File: src/rtl/vga_rect_fill.sv
// vga_rect_fill: Avalon-MM blitter that paints a clipped rectangle of the
// 640x480 8-bit frame buffer with a single palette index, one pixel per write.
module vga_rect_fill #(
  parameter int H_RES  = 640,
  parameter int V_RES  = 480,
  parameter int ADDR_W = 20
) (
  input  logic              i_clk,
  input  logic              i_rst_n,
  input  logic              i_start,
  input  logic              i_abort,
  input  logic [9:0]        i_x0,
  input  logic [9:0]        i_x1,
  input  logic [9:0]        i_y0,
  input  logic [9:0]        i_y1,
  input  logic [7:0]        i_colour,
  output logic              o_busy,
  output logic              o_done,
  output logic              o_err,
  output logic [18:0]       o_pix_count,
  output logic [ADDR_W-1:0] o_avm_address,
  output logic              o_avm_chipselect,
  output logic              o_avm_write,
  output logic [31:0]       o_avm_writedata,
  input  logic              i_avm_waitrequest
);

  // Pixel offsets fit in 19 bits; address bit 19 (register space) stays zero.
  localparam int PIX_W = 19;
  localparam logic [9:0]       X_MAX    = 10'(H_RES - 1);
  localparam logic [9:0]       Y_MAX    = 10'(V_RES - 1);
  localparam logic [9:0]       X_LIM    = 10'(H_RES);
  localparam logic [9:0]       Y_LIM    = 10'(V_RES);
  localparam logic [PIX_W-1:0] ROW_STEP = PIX_W'(H_RES);

  typedef enum logic [1:0] {
    S_IDLE  = 2'd0,
    S_SETUP = 2'd1,
    S_WRITE = 2'd2,
    S_DONE  = 2'd3
  } state_t;

  state_t r_state;
  state_t w_next_state;

  logic [9:0]       r_x0;
  logic [9:0]       r_x1c;
  logic [9:0]       r_y0;
  logic [9:0]       r_y1c;
  logic [7:0]       r_colour;
  logic [9:0]       r_cur_x;
  logic [9:0]       r_cur_y;
  logic [PIX_W-1:0] r_row_base;
  logic             r_err;
  logic [18:0]      r_pix_count;

  logic             w_empty;
  logic             w_accept;
  logic             w_row_end;
  logic             w_last;
  logic [PIX_W-1:0] w_pix_addr;

  // Multiplier-free y*H_RES: the 640 case is y*512 + y*128, anything else
  // sums a shifted copy of y for every set bit of H_RES.
  function automatic logic [PIX_W-1:0] f_row_base(input logic [9:0] y);
    logic [PIX_W-1:0] acc;
    logic [PIX_W-1:0] yw;
    yw  = {9'b0, y};
    acc = '0;
    if (H_RES == 640) begin
      acc = (yw << 9) + (yw << 7);
    end else begin
      for (int i = 0; i < PIX_W; i++) begin
        if (((H_RES >> i) & 1) != 0) begin
          acc = acc + (yw << i);
        end
      end
    end
    return acc;
  endfunction

  assign w_empty   = (r_x0 > r_x1c) || (r_y0 > r_y1c) || (r_x0 >= X_LIM) || (r_y0 >= Y_LIM);
  assign w_accept  = (r_state == S_WRITE) && !i_avm_waitrequest;
  assign w_row_end = (r_cur_x == r_x1c);
  assign w_last    = w_row_end && (r_cur_y == r_y1c);
  assign w_pix_addr = r_row_base + PIX_W'(r_cur_x);

  assign o_busy           = (r_state != S_IDLE);
  assign o_done           = (r_state == S_DONE);
  assign o_err            = r_err;
  assign o_pix_count      = r_pix_count;
  assign o_avm_write      = (r_state == S_WRITE);
  assign o_avm_chipselect = (r_state == S_WRITE);
  assign o_avm_address    = ADDR_W'(w_pix_addr);
  assign o_avm_writedata  = {24'b0, r_colour};

  // State register; reset drops any in-flight write immediately.
  always_ff @(posedge i_clk or negedge i_rst_n) begin
    if (!i_rst_n) begin
      r_state <= S_IDLE;
    end else begin
      r_state <= w_next_state;
    end
  end

  // Next-state: an accepted write ends the job on abort or on the last pixel.
  always_comb begin
    w_next_state = r_state;
    case (r_state)
      S_IDLE:  if (i_start) w_next_state = S_SETUP;
      S_SETUP: w_next_state = w_empty ? S_DONE : S_WRITE;
      S_WRITE: if (w_accept && (i_abort || w_last)) w_next_state = S_DONE;
      S_DONE:  w_next_state = S_IDLE;
      default: w_next_state = S_IDLE;
    endcase
  end

  // Job datapath: latch clipped bounds, walk the raster, count accepted writes.
  always_ff @(posedge i_clk or negedge i_rst_n) begin
    if (!i_rst_n) begin
      r_x0        <= '0;
      r_x1c       <= '0;
      r_y0        <= '0;
      r_y1c       <= '0;
      r_colour    <= '0;
      r_cur_x     <= '0;
      r_cur_y     <= '0;
      r_row_base  <= '0;
      r_err       <= 1'b0;
      r_pix_count <= '0;
    end else begin
      case (r_state)
        S_IDLE: begin
          if (i_start) begin
            r_x0        <= i_x0;
            r_y0        <= i_y0;
            r_x1c       <= (i_x1 > X_MAX) ? X_MAX : i_x1;
            r_y1c       <= (i_y1 > Y_MAX) ? Y_MAX : i_y1;
            r_colour    <= i_colour;
            r_err       <= 1'b0;
            r_pix_count <= '0;
          end
        end
        S_SETUP: begin
          if (w_empty) begin
            r_err <= 1'b1;
          end else begin
            r_row_base <= f_row_base(r_y0);
            r_cur_x    <= r_x0;
            r_cur_y    <= r_y0;
          end
        end
        S_WRITE: begin
          if (w_accept) begin
            r_pix_count <= r_pix_count + 19'd1;
            if (i_abort) begin
              r_err <= 1'b1;
            end else if (!w_last) begin
              if (w_row_end) begin
                r_cur_x    <= r_x0;
                r_cur_y    <= r_cur_y + 10'd1;
                r_row_base <= r_row_base + ROW_STEP;
              end else begin
                r_cur_x <= r_cur_x + 10'd1;
              end
            end
          end
        end
        default: begin
        end
      endcase
    end
  end

endmodule

File: config.mk
export PLATFORM = sky130hd
export DESIGN_NAME = vga_rect_fill
export DESIGN_NICKNAME = d
export VERILOG_FILES = /design/src/rtl/vga_rect_fill.sv
export SDC_FILE = /design/constraint.sdc
export NUM_CORES = 1
export LEC_CHECK = 0
export BUFFER_PORTS_ARGS = -buffer_cell sky130_fd_sc_hd__buf_4
export CAP_MARGIN = 5
export CORE_UTILIZATION = 60
export CTS_CLUSTER_DIAMETER = 30
export CTS_CLUSTER_SIZE = 20
export DETAILED_ROUTE_END_ITERATION = 10
export PLACE_DENSITY_LB_ADDON = 0.05
export SLEW_MARGIN = 20
export SYNTH_ARGS = -nofsm -noshare
export SYNTH_HDL_FRONTEND = slang
export SYNTH_SLANG_ARGS = --single-unit
File: constraint.sdc
create_clock -name i_clk -period 6.65 [get_ports i_clk]
set_clock_uncertainty 0.05 [all_clocks]
set_input_delay 0.3325 -clock i_clk [delete_from_list [all_inputs] [get_ports i_clk]]
set_output_delay 0.3325 -clock i_clk [all_outputs]
set_load 0.05 [all_outputs]
## Word level (Yosys, flattened, before mapping)

Cells that the tools add are included.

| word-level totals | value |
|---|---|
| flip-flop bits (word level) | 109 |
| output and inout bits | 76 |
| word-level logic and storage cells | 88 |

| operators by class | value |
|---|---|
| $add $sub $neg | 6 |
| $lt $le $gt $ge | 6 |
| eq/ne operators | 14 |
| multiplexer cells | 32 |
| reduce and logical (&&, ||, !) cells | 19 |

Operators by type and width:

| kind | number |
|---|---|
| $mux 19 | 7 |
| $mux 10 | 12 |
| $pmux 19 s2 | 2 |
| $pmux 10 s2 | 2 |
| $add 10x1->10 const B | 2 |
| $eq 10x10->1 | 2 |
| $gt 10x10->1 | 2 |
| $add 19x1->19 const B | 1 |
| $add 19x10->19 | 1 |
| $add 19x10->19 const B | 1 |
| $add 19x17->19 | 1 |
| $ne 2x2->1 const B | 6 |
| $ge 10x10->1 const B | 1 |
| $ge 10x9->1 const B | 1 |
| $gt 10x10->1 const B | 1 |
| $gt 10x9->1 const B | 1 |
| $reduce_and 5->1 | 2 |
| $pmux 2 s4 | 1 |
| $ne 2x1->1 const B | 3 |
| $reduce_and 6->1 | 1 |
| $reduce_bool 2->1 | 3 |
| $mux 1 | 5 |
| $eq 2x2->1 const B | 2 |
| $logic_or 1x1->1 | 4 |
| 9 further kinds | 13 |

## Logic depth before layout (Yosys ltp)

Gate-level depths: netlist of the first run.

| depth | value |
|---|---|
| depth after elaboration | 6 |
| mapped depth | 11 |

## Least setup slack after synthesis of the first run

No wires, ideal clock.

| timing | value |
|---|---|
| path type | reg2reg |
| start | reg r_state[0] |
| end | reg r_pix_count[17] (netlist: o_pix_count[17]) |
| library setup time | 0.132 ns |
| arrival time | 2.688 ns |
| setup slack | 3.780 ns |
| cell stages (with the launch flop) | 12 |
| path through | dfrtp_1 -> inv_1 -> ha_1 -> buf_2 -> o21ai_0 -> a211oi_1 -> and4_1 -> clkbuf_1 -> and4_1 -> nand4_1 -> xor2_1 -> nor2_1 |

| between the ends | value |
|---|---|
| longest elaborated chain between the ends | 4 |

Ends and longest elaborated chain:

| element | line | text |
|---|---|---|
| start, declared | 43 | `state_t r_state;` |
| start signal, assigned | 102 | `r_state <= w_next_state;` |
| $eq 2x2->1 * | -- |  |
| named net o_avm_chipselect | 22 | `output logic o_avm_chipselect,` |
| $logic_and 1x1->1 | 83 | `assign w_accept = (r_state == S_WRITE) && !i_avm_waitrequest;` |
| $ne 2x1->1 (no line) | -- |  |
| $reduce_and 3->1 (no line) | -- |  |
| end signal, assigned | 155 | `r_pix_count <= r_pix_count + 19'd1;` |
| end, declared | 55 | `logic [18:0] r_pix_count;` |

The timed path passes the listed nets; every way through them passes the cells marked *.
A chain may end at the register's enable or synchronous reset.

## Worst setup path in the final report of the first run

| timing | value |
|---|---|
| start | reg r_y0[5] |
| end | reg r_cur_y[0] |

| between the ends | value |
|---|---|
| longest elaborated chain between the ends | 6 |

Ends and longest elaborated chain:

| element | line | text |
|---|---|---|
| start, declared | 48 | `logic [9:0] r_y0;` |
| start signal, assigned | 136 | `r_y0 <= i_y0;` |
| $gt 10x10->1 | 82 | `assign w_empty = (r_x0 > r_x1c) \|\| (r_y0 > r_y1c) \|\| (r_x0 >= X_LIM) \|\| (r_y0 >= Y_LIM);` |
| $logic_or 1x1->1 (2 in series) | 82 |  |
| $logic_or 1x1->1 * | 82 |  |
| $ne 2x2->1 (no line) * | -- |  |
| $reduce_and 6->1 (no line) * | -- |  |
| end signal, assigned | 150 | `r_cur_y <= r_y0;` |
| end signal, assigned | 161 | `r_cur_y <= r_cur_y + 10'd1;` |
| end, declared | 52 | `logic [9:0] r_cur_y;` |

Every way passes the cells marked *; elsewhere a longest branch is shown, timed or not.

==> summary.txt, run 1 <==
Run status
  • Outcome: completed

Detailed routing
  • Drt via density: between 5 and 6
  • DRC viols: 0
  • Wirelength per Cell: 15.8 um
  • Post-route antenna net violation count: 0
  • Via count: 5768
  • DRT Pass-1 Iters: 5
  • Final wirelength: around 16000 um
  • Initial DRC count: 479

Placed design
  • Post-DP Area: 7190 um^2
  • Routability cong.: approximately 0.93
  • Hpwl dp: 11300 um
  • PortBufs: 103

Global routing
  • Total gr overflow: 0
  • Pin count of the biggest net entering global routing: between 50 and 60
  • First-pass GRT wire length: 26000 um
  • Antenna violations before repair: 0
  • Tot GR Track Use: between 20 and 30%
  • Vias in the first global route: 5426

Logic synthesis
  • Syn Std Cell Area: ~6500 um^2
  • Post-synth EDFFs: 0
  • Ys flop type: dfrtp_1
  • Syn Inst Count: approximately 770
  • Yosys reg bits: 102
  • Sequential fraction of the synthesis area: between 30% and 40%
  • Distinct cell type count after synthesis: 55
  • Average size of a mapped cell: around 8.4 um^2
  • Asr flop ratio synth: 100%
  • Synthesis warning total: 0

Finish
  • Fill count: 840
  • Share of cells above drive strength 1: 15.3%
  • Final core occ: 71.2%
  • Finished Cell Area: 7410 um^2
  • Antenna diodes: 0
  • # nets final: 940
  • Area grow syn2layout: 14.4%

Floorplan
  • Full die area: 11200 um^2
  • Initial Util: 62.2%
  • DIE WIDTH: 106 um
  • Core region area: around 10000 um^2
  • Std-Cell Rows: 37
  • Die height: ~110 um
  • Io pins: 129

Min path
  • Hold Path Class: in2reg

CTS
  • Total CTS buffers: 9
  • Clock transition at path regs: 0.10 ns
  • Worst-case clock buffer depth: 2
  • Clock root cell: clkbuf_8
  • Skew-Pair Late Insertion Delay: 0.37 ns
  • H-Tree Depth: 3
  • CTS tree: done
  • Clock sinks: roughly 100
  • Post-CTS Setup Inserts: 0

Worst setup path
  • WP data required: 6.86 ns
  • Crit-path max FO: 43
  • CP Cell Sequence: ha_1 -> a41oi_1 -> o21ai_1 -> a2111oi_2 -> nor3b_1 -> a2111oi_4 -> buf_4 -> and2_1 -> mux2_1
  • Setup CP Type: reg2reg
  • Max incr delay on CP: 0.68 ns
  • CP startpoint kind: register
  • Crit. End Element: register
  • Slowest cell on crit path: and2_1
  • Worst Path Arrival: 3.93 ns

Timing
  • Unrepaired setup endpoints after global routing: no
  • Final setup viols: 0
  • Hold Violations, Final: 0
  • Hold_ws: 0.0910 ns
  • Final Cycle Share: between 50% and 60%
  • Setup TNS Final: 0 ns
  • Pins Over Slew Limit: 0
  • Fmax: 269 MHz
  • Least-Margin Pin Slew: 1.06 ns
  • Rel. slew slack: around 29%
  • Minimum clock period: 3.72 ns

Pwr
  • Tot Pwr: approximately 4100 uW
  • Pwr Density: 558 nW/um^2
  • Worst VDD drop: around 0.47 mV
  • Pleak: 0.00354 uW

Job
  • Max-Cap Viols: 0
worst paths after layout:
kind,slack (ns),cells past startpoint,end,start
max,2.93,9,r_cur_y[0],r_y0[5]
min,0.09,3,r_x0[6],i_x0[6]
max reg2reg,2.93,9,r_cur_y[0],r_y0[5]
min reg2reg,0.44,2,r_colour[7],r_colour[7]
max in group asynchronous,4.96,3,r_x0[5],i_rst_n
min in group asynchronous,0.48,2,r_row_base[15],i_rst_n
metal layers:
layer / GRT usage [%] / routed length (um) / vias to the layer above
met3: 3.68 / 1030 / 22
li1: - / - / 2754
met1: 41.8 / 7100 / 2734
met4: 9.72 / 257 / 0
met2: 46.1 / 7220 / 258
met5: 0 / 0 / -
cells in the mapped netlist, types with 6 or more instances:
cell type / number / share of area (%)
inv_1: 46 / 2.7
dfrtp_1: 102 / 39
buf_4: 30 / 3.5
xor2_1: 19 / 2.6
nor3_1: 14 / 1.1
nand3_1: 31 / 2.4
nor4_1: 6 / 0.58
nand2_1: 136 / 7.9
o221ai_1: 8 / 1.1
xnor2_1: 33 / 4.5
a211oi_1: 6 / 0.70
clkbuf_1: 30 / 1.7
a21oi_1: 47 / 3.6
o21ai_0: 38 / 2.9
nand2b_1: 6 / 0.58
nor2_1: 57 / 3.3
a31oi_1: 16 / 1.5
nand4_1: 19 / 1.8
ha_1: 40 / 7.7
per-stage QoR:
step           setup WS, ns  instances
2_1_floorplan          3.78        791
3_3_place_gp           3.12        970
3_5_place_dp           2.99        970
4_1_cts                2.98        986
5_1_grt                2.69        986
6_report               2.93        986
logic make-up (layout without fill, tap and decap cells):
group	Yosys count	count (layout)	synth area share, %
adder cells (fa/ha/maj)	41	41	8.04
flip-flops	102	102	39.4
other	1	25	0.0579
AO/OA/AOI/OAI	155	155	15.4
multiplexers	8	8	1.31
AND/OR/NAND/NOR	296	296	20.5
XOR/XNOR	52	52	7.03
buffers and inverters	112	171	8.33
state kept, by name (all words and copies together) (netlist names):
register     cells
r_y1c           10
r_x0            10
o_err            1
r_cur_x         10
r_x1c           10
r_cur_y         10
o_pix_count     19
r_row_base      12
r_colour         8
r_state          2
r_y0            10
power breakdown:
group / internal [uW] / total, uW / switching (uW)
Combinational: 902 / 2510 / 1610
Clock: 202 / 417 / 214
Sequential: 872 / 1200 / 331
worst max-delay path, delay by kind of cell, from the launching register on:
family | cells | cell delay [ns]
adder cells (fa/ha/maj) | 1 | 0.36
flip-flops | 1 | 0.46
AND/OR/NAND/NOR | 2 | 0.84
AO/OA/AOI/OAI | 4 | 1.05
buffers and inverters | 1 | 0.44
multiplexers | 1 | 0.39
repair_timing:
item	4_1_cts	5_1_grt
gates resized for setup	0	0
setup endpoints to repair	0	0
hold endpoints to repair	50	0
hold buffers	1	0
final cells by class:
type | count | area (um^2) | share of cell area, %
inverter | 46 | 173 | 2.33
timing repair buffer | 110 | 828 | 11.2
clock buffer | 12 | 165 | 2.23
multi-input combinational | 577 | 3480 | 47.0
tap | 136 | 170 | 2.30
sequential | 102 | 2550 | 34.4
clock inverter | 3 | 42.5 | 0.574
cells in the final DEF, fill, tap and decap left out, types with 3 or more instances in the layout:
cell type,synthesis,layout
xor2_1,19,19
nand2_1,136,136
o221ai_1,8,8
a31oi_1,16,16
and4_1,3,3
mux2i_1,4,4
nand3b_1,3,3
inv_1,46,46
nand3_1,31,31
or3_1,5,5
a211oi_1,6,6
clkbuf_8,0,12
nand2b_1,6,6
nor2_1,57,57
nand4_1,19,19
and3_1,5,5
conb_1,1,25
o21ai_0,38,38
ha_1,40,40
nor4_1,6,6
nor2b_1,4,4
a21oi_1,47,47
xnor2_1,33,33
dfrtp_1,102,102
o31ai_1,4,4
a22o_1,5,5
and2_1,5,5
nor3_1,14,13
buf_4,30,109
o22ai_1,3,3
Note: power is estimated with default switching activity, not from simulation.
==> run 2, diff against run 1 <==
- CORE_UTILIZATION: 60 -> 51
- clock period: 6.65 -> 3.3 ns (I/O delays scaled with it)
==> summary.txt, run 2 (synthesized netlist as in run 1, its figures left out) <==
Global routing
  • First-pass GRT wire length: 26900 um (+3.4%)
  • Antenna violations before repair: 0 (unchanged)
  • Vias in the first global route: 5461 (+0.65%)
  • Tot GR Track Use: 26.3% (-2.9 points)
  • Pin count of the biggest net entering global routing: 58 (+9.4%)
  • Total gr overflow: 0 (unchanged)

Detailed routing
  • Initial DRC count: 481 (+0.42%)
  • Drt via density: 5.58 (-4.5%)
  • Post-route antenna net violation count: 0 (unchanged)
  • DRC viols: 0 (unchanged)
  • Wirelength per Cell: 15.7 um (-1.1%)
  • Via count: 5903 (+2.3%)
  • DRT Pass-1 Iters: 5 (unchanged)
  • Final wirelength: 16600 um (+6.0%)

CTS
  • H-Tree Depth: 3 (unchanged)
  • Clock sinks: 102 (unchanged)
  • Clock root cell: clkbuf_16
  • CTS resizes: 0 (unchanged)
  • Skew-Pair Late Insertion Delay: 0.35 ns (-0.02 ns)
  • Worst-case clock buffer depth: 2 (unchanged)
  • Total CTS buffers: 9 (unchanged)
  • CTS tree: done
  • Clock transition at path regs: 0.07 ns (-0.03 ns)

Placed design
  • Routability cong.: 0.894 (-4.0%)
  • PortBufs: 103 (unchanged)
  • Hpwl dp: 11900 um (+4.9%)
  • DP Cell Count: 1012 (+4.3%)

Timing
  • Final setup viols: 0 (unchanged)
  • Pins Over Slew Limit: 0 (unchanged)
  • Least-Margin Pin Slew: 0.946 ns (-0.118 ns)
  • Unrepaired setup endpoints after global routing: no
  • Hold Violations, Final: 0 (unchanged)
  • Setup TNS Final: 0 ns (unchanged)
  • Rel. slew slack: 36.9% (+8.1 points)
  • Final Cycle Share: 91.8% (+36 points)
  • Fmax: 330 MHz (+23%)
  • Minimum clock period: 3.03 ns (-0.694 ns)

Run status
  • Outcome: completed

Finish
  • Fill count: 1078 (+28%)
  • Commonest non-fill, non-tap cell in the layout: nand2_1
  • Commonest cells after routing, fill and taps aside: 136 x nand2_1, 118 x buf_4, 102 x dfrtp_1
  • Footprint of the multi-input gates: 3480 um^2 (-0.14%)
  • Reg area: 2550 um^2 (unchanged)
  • Share of cells above drive strength 1: 15.6% (+0.34 points)
  • # nets final: 979 (+4.1%)
  • Largest register FFs: 19 (unchanged)
  • Area grow syn2layout: 22.6%
  • Antenna diodes: 0 (unchanged)
  • Non-filler instance count after layout: 1057 (+7.2%)

Pwr
  • Pwr Density: 1110 nW/um^2 (+98%)
  • Pleak: 0.00377 uW (+6.5%)
  • Tot Pwr: 8780 uW (+110%)
  • Worst VDD drop: 0.565 mV (+20%)

Worst setup path
  • Slowest cell on crit path: dfrtp_1
  • CP Cell Sequence: ha_1 -> a41oi_1 -> o21ai_1 -> a2111oi_2 -> nor3b_1 -> a2111oi_4 -> buf_4 -> o21ai_0 -> a22o_1
  • Crit path max-delay family: compound AO/OA/AOI/OAI gates
  • WP data required: 3.49 ns (-3.37 ns)
  • Setup CP Type: reg2reg
  • Crit-path max FO: 33 (-23%)
  • Worst Path Arrival: 3.22 ns (-0.71 ns)
  • Max incr delay on CP: 0.45 ns (-0.23 ns)
  • Crit. End Element: register
  • Buf/Inv on CP: 1 (unchanged)
  • CP startpoint kind: register

Floorplan
  • Die height: 115 um (+8.3%)
  • DIE WIDTH: 115 um (+8.3%)
  • Std-Cell Rows: 40 (+8.1%)
  • Initial Util: 53.0% (-9.1 points)
  • Full die area: 13200 um^2 (+17%)
  • Core region area: 12200 um^2 (+17%)
  • Io pins: 129 (unchanged)

Min path
  • Hold Path Class: in2reg

Job
  • Max-Cap Viols: 0 (unchanged)
run 2: changes by cell type in the layout (fill, tap and decap cells not counted):
cell           before  now
dlygate4sd3_1       1   30
clkbuf_8           12    2
buf_4             109  118
clkbuf_16           0    9
buf_12              0    1
bufinv_16           1    2
clkinv_2            1    2
clkinvlp_4          1    0
nor3_1             13   14
nor3_2              1    0
run 2: path summary, 6_finish.rpt:
kind | start | endpoint | slack, ns | cells past startpoint
worst min-delay path | i_y0[3] | r_y0[3] | 0.01 | 3
min in group asynchronous | i_rst_n | r_row_base[12] | 0.36 | 2
worst max-delay path | r_y0[5] | r_cur_x[5] | 0.27 | 9
worst max register to register | r_y0[5] | r_cur_x[5] | 0.27 | 9
max in group asynchronous | i_rst_n | r_colour[3] | 2.10 | 3
worst min register to register | r_colour[4] | r_colour[4] | 0.44 | 2
run 2: cell type report:
cell class / count / area share (%)
flip-flops and latches: 102 / 32.1
clock inverters: 4 / 0.882
inverters: 46 / 2.17
multi-input cells: 577 / 43.8
well taps: 168 / 2.65
clock buffers: 11 / 3.18
repair buffers: 149 / 15.2
run 2: worst register-to-register path, delay by kind of cell, from the launching register on:
family	cells	cell delay (ns)
AND/OR/NAND/NOR	1	0.16
AO/OA/AOI/OAI	6	1.48
buffers and inverters	1	0.40
flip-flops	1	0.45
adder cells (fa/ha/maj)	1	0.36
run 2: where the power goes:
part           internal (uW)  switching, uW  leakage [uW]
Clock                    699            467      0.000161
Sequential              1760            674       0.00125
Combinational           1910           3270       0.00236
run 2: through the flow:
stage	setup WS (ns)	instance area [um^2]	hold WS (ns)	utilization, %
floorplan	0.430	6570	-0.181	-
global placement	0.402	7320	0.243	59.9
global route	0.0939	7940	0.00947	65.0
CTS	0.291	7940	0.000743	65.0
finish	0.271	7940	0.0104	65.0
detailed placement	0.336	7320	0.252	59.9
run 2: repair_timing:
item,CTS,global route
hold buffers,30,0
endpoints found under the hold margin,85,0
setup buffers,0,0
run 2: per-layer routing:
metal	track usage, %	wire (um)
met1	36.6	7760
met2	41.9	7560
met3	6.03	1050
met4	5.80	175
met5	0	0
==> run 3, diff against run 2 <==
- SETUP_SLACK_MARGIN: not set -> 0.3
==> summary.txt, run 3 (synthesized netlist as in run 1, its figures left out) <==
Worst setup path
  • Worst Path Arrival: 3.09 ns (-0.13 ns)
  • CP startpoint kind: register
  • Setup CP Type: reg2reg
  • Crit. End Element: register
  • WP data required: 3.48 ns (about the same)
  • Crit-path max FO: 7 (-79%)

Finish
  • Commonest cells after routing, fill and taps aside: 136 x nand2_1, 124 x buf_4, 101 x dfrtp_1
  • Share of cells above drive strength 1: 16.9% (+1.3 points)
  • Largest register FFs: 19 (unchanged)
  • Fill count: 1072 (-0.56%)
  • Antenna diodes: 0 (unchanged)
  • # nets final: 987 (+0.82%)
  • Commonest non-fill, non-tap cell in the layout: nand2_1
  • Footprint of the multi-input gates: 3490 um^2 (+0.47%)
  • Non-filler instance count after layout: 1065 (+0.76%)
  • Area grow syn2layout: 24.0%
  • Reg area: 2550 um^2 (about the same)

Detailed routing
  • Via count: 5931 (+0.47%)
  • Wirelength per Cell: 15.6 um (-0.51%)
  • Initial DRC count: 466 (-3.1%)
  • Final wirelength: 16600 um (+0.24%)
  • DRT Pass-1 Iters: 7 (+2)
  • Drt via density: 5.57 (-0.28%)
  • Post-route antenna net violation count: 0 (unchanged)
  • DRC viols: 0 (unchanged)

Floorplan
  • Full die area: 13200 um^2 (unchanged)
  • Die height: 115 um (unchanged)
  • Initial Util: 53.0% (unchanged)
  • Core region area: 12200 um^2 (unchanged)
  • Std-Cell Rows: 40 (unchanged)
  • Io pins: 129 (unchanged)
  • DIE WIDTH: 115 um (unchanged)

Pwr
  • Pleak: 0.00382 uW (+1.2%)
  • Pwr Density: 1110 nW/um^2 (+0.59%)
  • Worst VDD drop: 0.565 mV (about the same)

Timing
  • Rel. slew slack: 36.4% (-0.51 points)
  • Fmax: 343 MHz (+4.0%)
  • Unrepaired setup endpoints after global routing: no
  • Least-Margin Pin Slew: 0.954 ns (+0.00769 ns)
  • Pins Over Slew Limit: 0 (unchanged)
  • Setup TNS Final: 0 ns (unchanged)
  • Minimum clock period: 2.91 ns (-0.118 ns)
  • Final Cycle Share: 88.2% (-3.6 points)
  • Final setup viols: 0 (unchanged)
  • Hold Violations, Final: 0 (unchanged)

Global routing
  • Vias in the first global route: 5459 (-0.037%)
  • Total gr overflow: 0 (unchanged)
  • First-pass GRT wire length: 26900 um (about the same)
  • Tot GR Track Use: 26.3% (unchanged)
  • Pin count of the biggest net entering global routing: 58 (unchanged)
  • Antenna violations before repair: 0 (unchanged)

Placed design
  • Hpwl dp: 11900 um (unchanged)
  • DP Cell Count: 1012 (unchanged)
  • Routability cong.: 0.894 (unchanged)
  • PortBufs: 103 (unchanged)

Job
  • Max-Cap Viols: 0 (unchanged)

CTS
  • CTS tree: done
  • H-Tree Depth: 3 (unchanged)
  • Total CTS buffers: 9 (unchanged)
  • Clock transition at path regs: 0.07 ns (about the same)
  • Clock root cell: clkbuf_16
  • Worst-case clock buffer depth: 2 (unchanged)
  • Clock sinks: 102 (unchanged)
  • Skew-Pair Late Insertion Delay: 0.35 ns (about the same)

Min path
  • Hold Path Class: in2reg

Run status
  • Outcome: completed
[run 3: changes by cell type in the layout (fill, tap and decap cells not counted), sizes merged]
cell,previous run,this run
buf,119,127
[run 3: critical path, cell delays in order, from the launching register on]
cell and delay, ns:
dfrtp_1 0.45, ha_1 0.36, a41oi_1 0.21, o21ai_1 0.11, a2111oi_2 0.39, nor3b_2 0.13
a2111oi_4 0.47, buf_6 0.19, nand2_1 0.07, a221o_1 0.38
[run 3: routing by layer]
metal | up-vias | track usage, % | share of wire, %
li1 | 2848 | - | -
met1 | 2826 | 36.6 | 46
met2 | 240 | 41.9 | 46
met3 | 17 | 6.03 | 6.8
met4 | 0 | 5.80 | 1.1
met5 | - | 0 | 0
[run 3: timing repair]
action,4_1_cts,5_1_grt
endpoints found under the setup margin,1,20
cloned,0,0
pin swaps,0,3
endpoints found under the hold margin,85,0
buffers inserted,0,8
hold buffers,30,0
resized for setup,1,8
[run 3: per-stage QoR]
stage	util, %	area (um^2)	hold slack, ns	setup WS, ns	power [uW]
3_3_place_gp	59.9	7320	0.243	0.402	7360
5_1_grt	65.7	8030	0.00947	0.293	9550
3_5_place_dp	59.9	7320	0.252	0.336	7540
2_1_floorplan	-	6570	-0.181	0.430	6140
6_report	65.7	8030	0.0121	0.388	8930
4_1_cts	65.1	7940	0.000743	0.346	8780
[run 3: cell type report]
cell class,count,area share [%]
inverter,46,2.15
multi-input combinational,577,43.5
timing repair buffer,157,15.9
sequential,102,31.8
clock buffer,11,3.15
clock inverter,4,0.873
tap,168,2.62
[run 3: path summary, 6_finish.rpt]
check                                  from        endpoint  slack, ns  cells after the start
worst min register to register  r_colour[4]     r_colour[4]       0.44                      2
min in group asynchronous           i_rst_n  r_row_base[12]       0.37                      2
worst max-delay path                r_y0[4]      r_cur_y[2]       0.39                      9
max in group asynchronous           i_rst_n     r_colour[3]       2.10                      3
worst max register to register      r_y0[4]      r_cur_y[2]       0.39                      9
worst min-delay path                i_y0[3]         r_y0[3]       0.01                      3
[run 3: power by group]
group / internal [uW] / switching (uW) / total, uW
registers: 1760 / 668 / 2430
clock network: 700 / 470 / 1170
logic: 2030 / 3310 / 5340
total: 4490 / 4450 / 8930
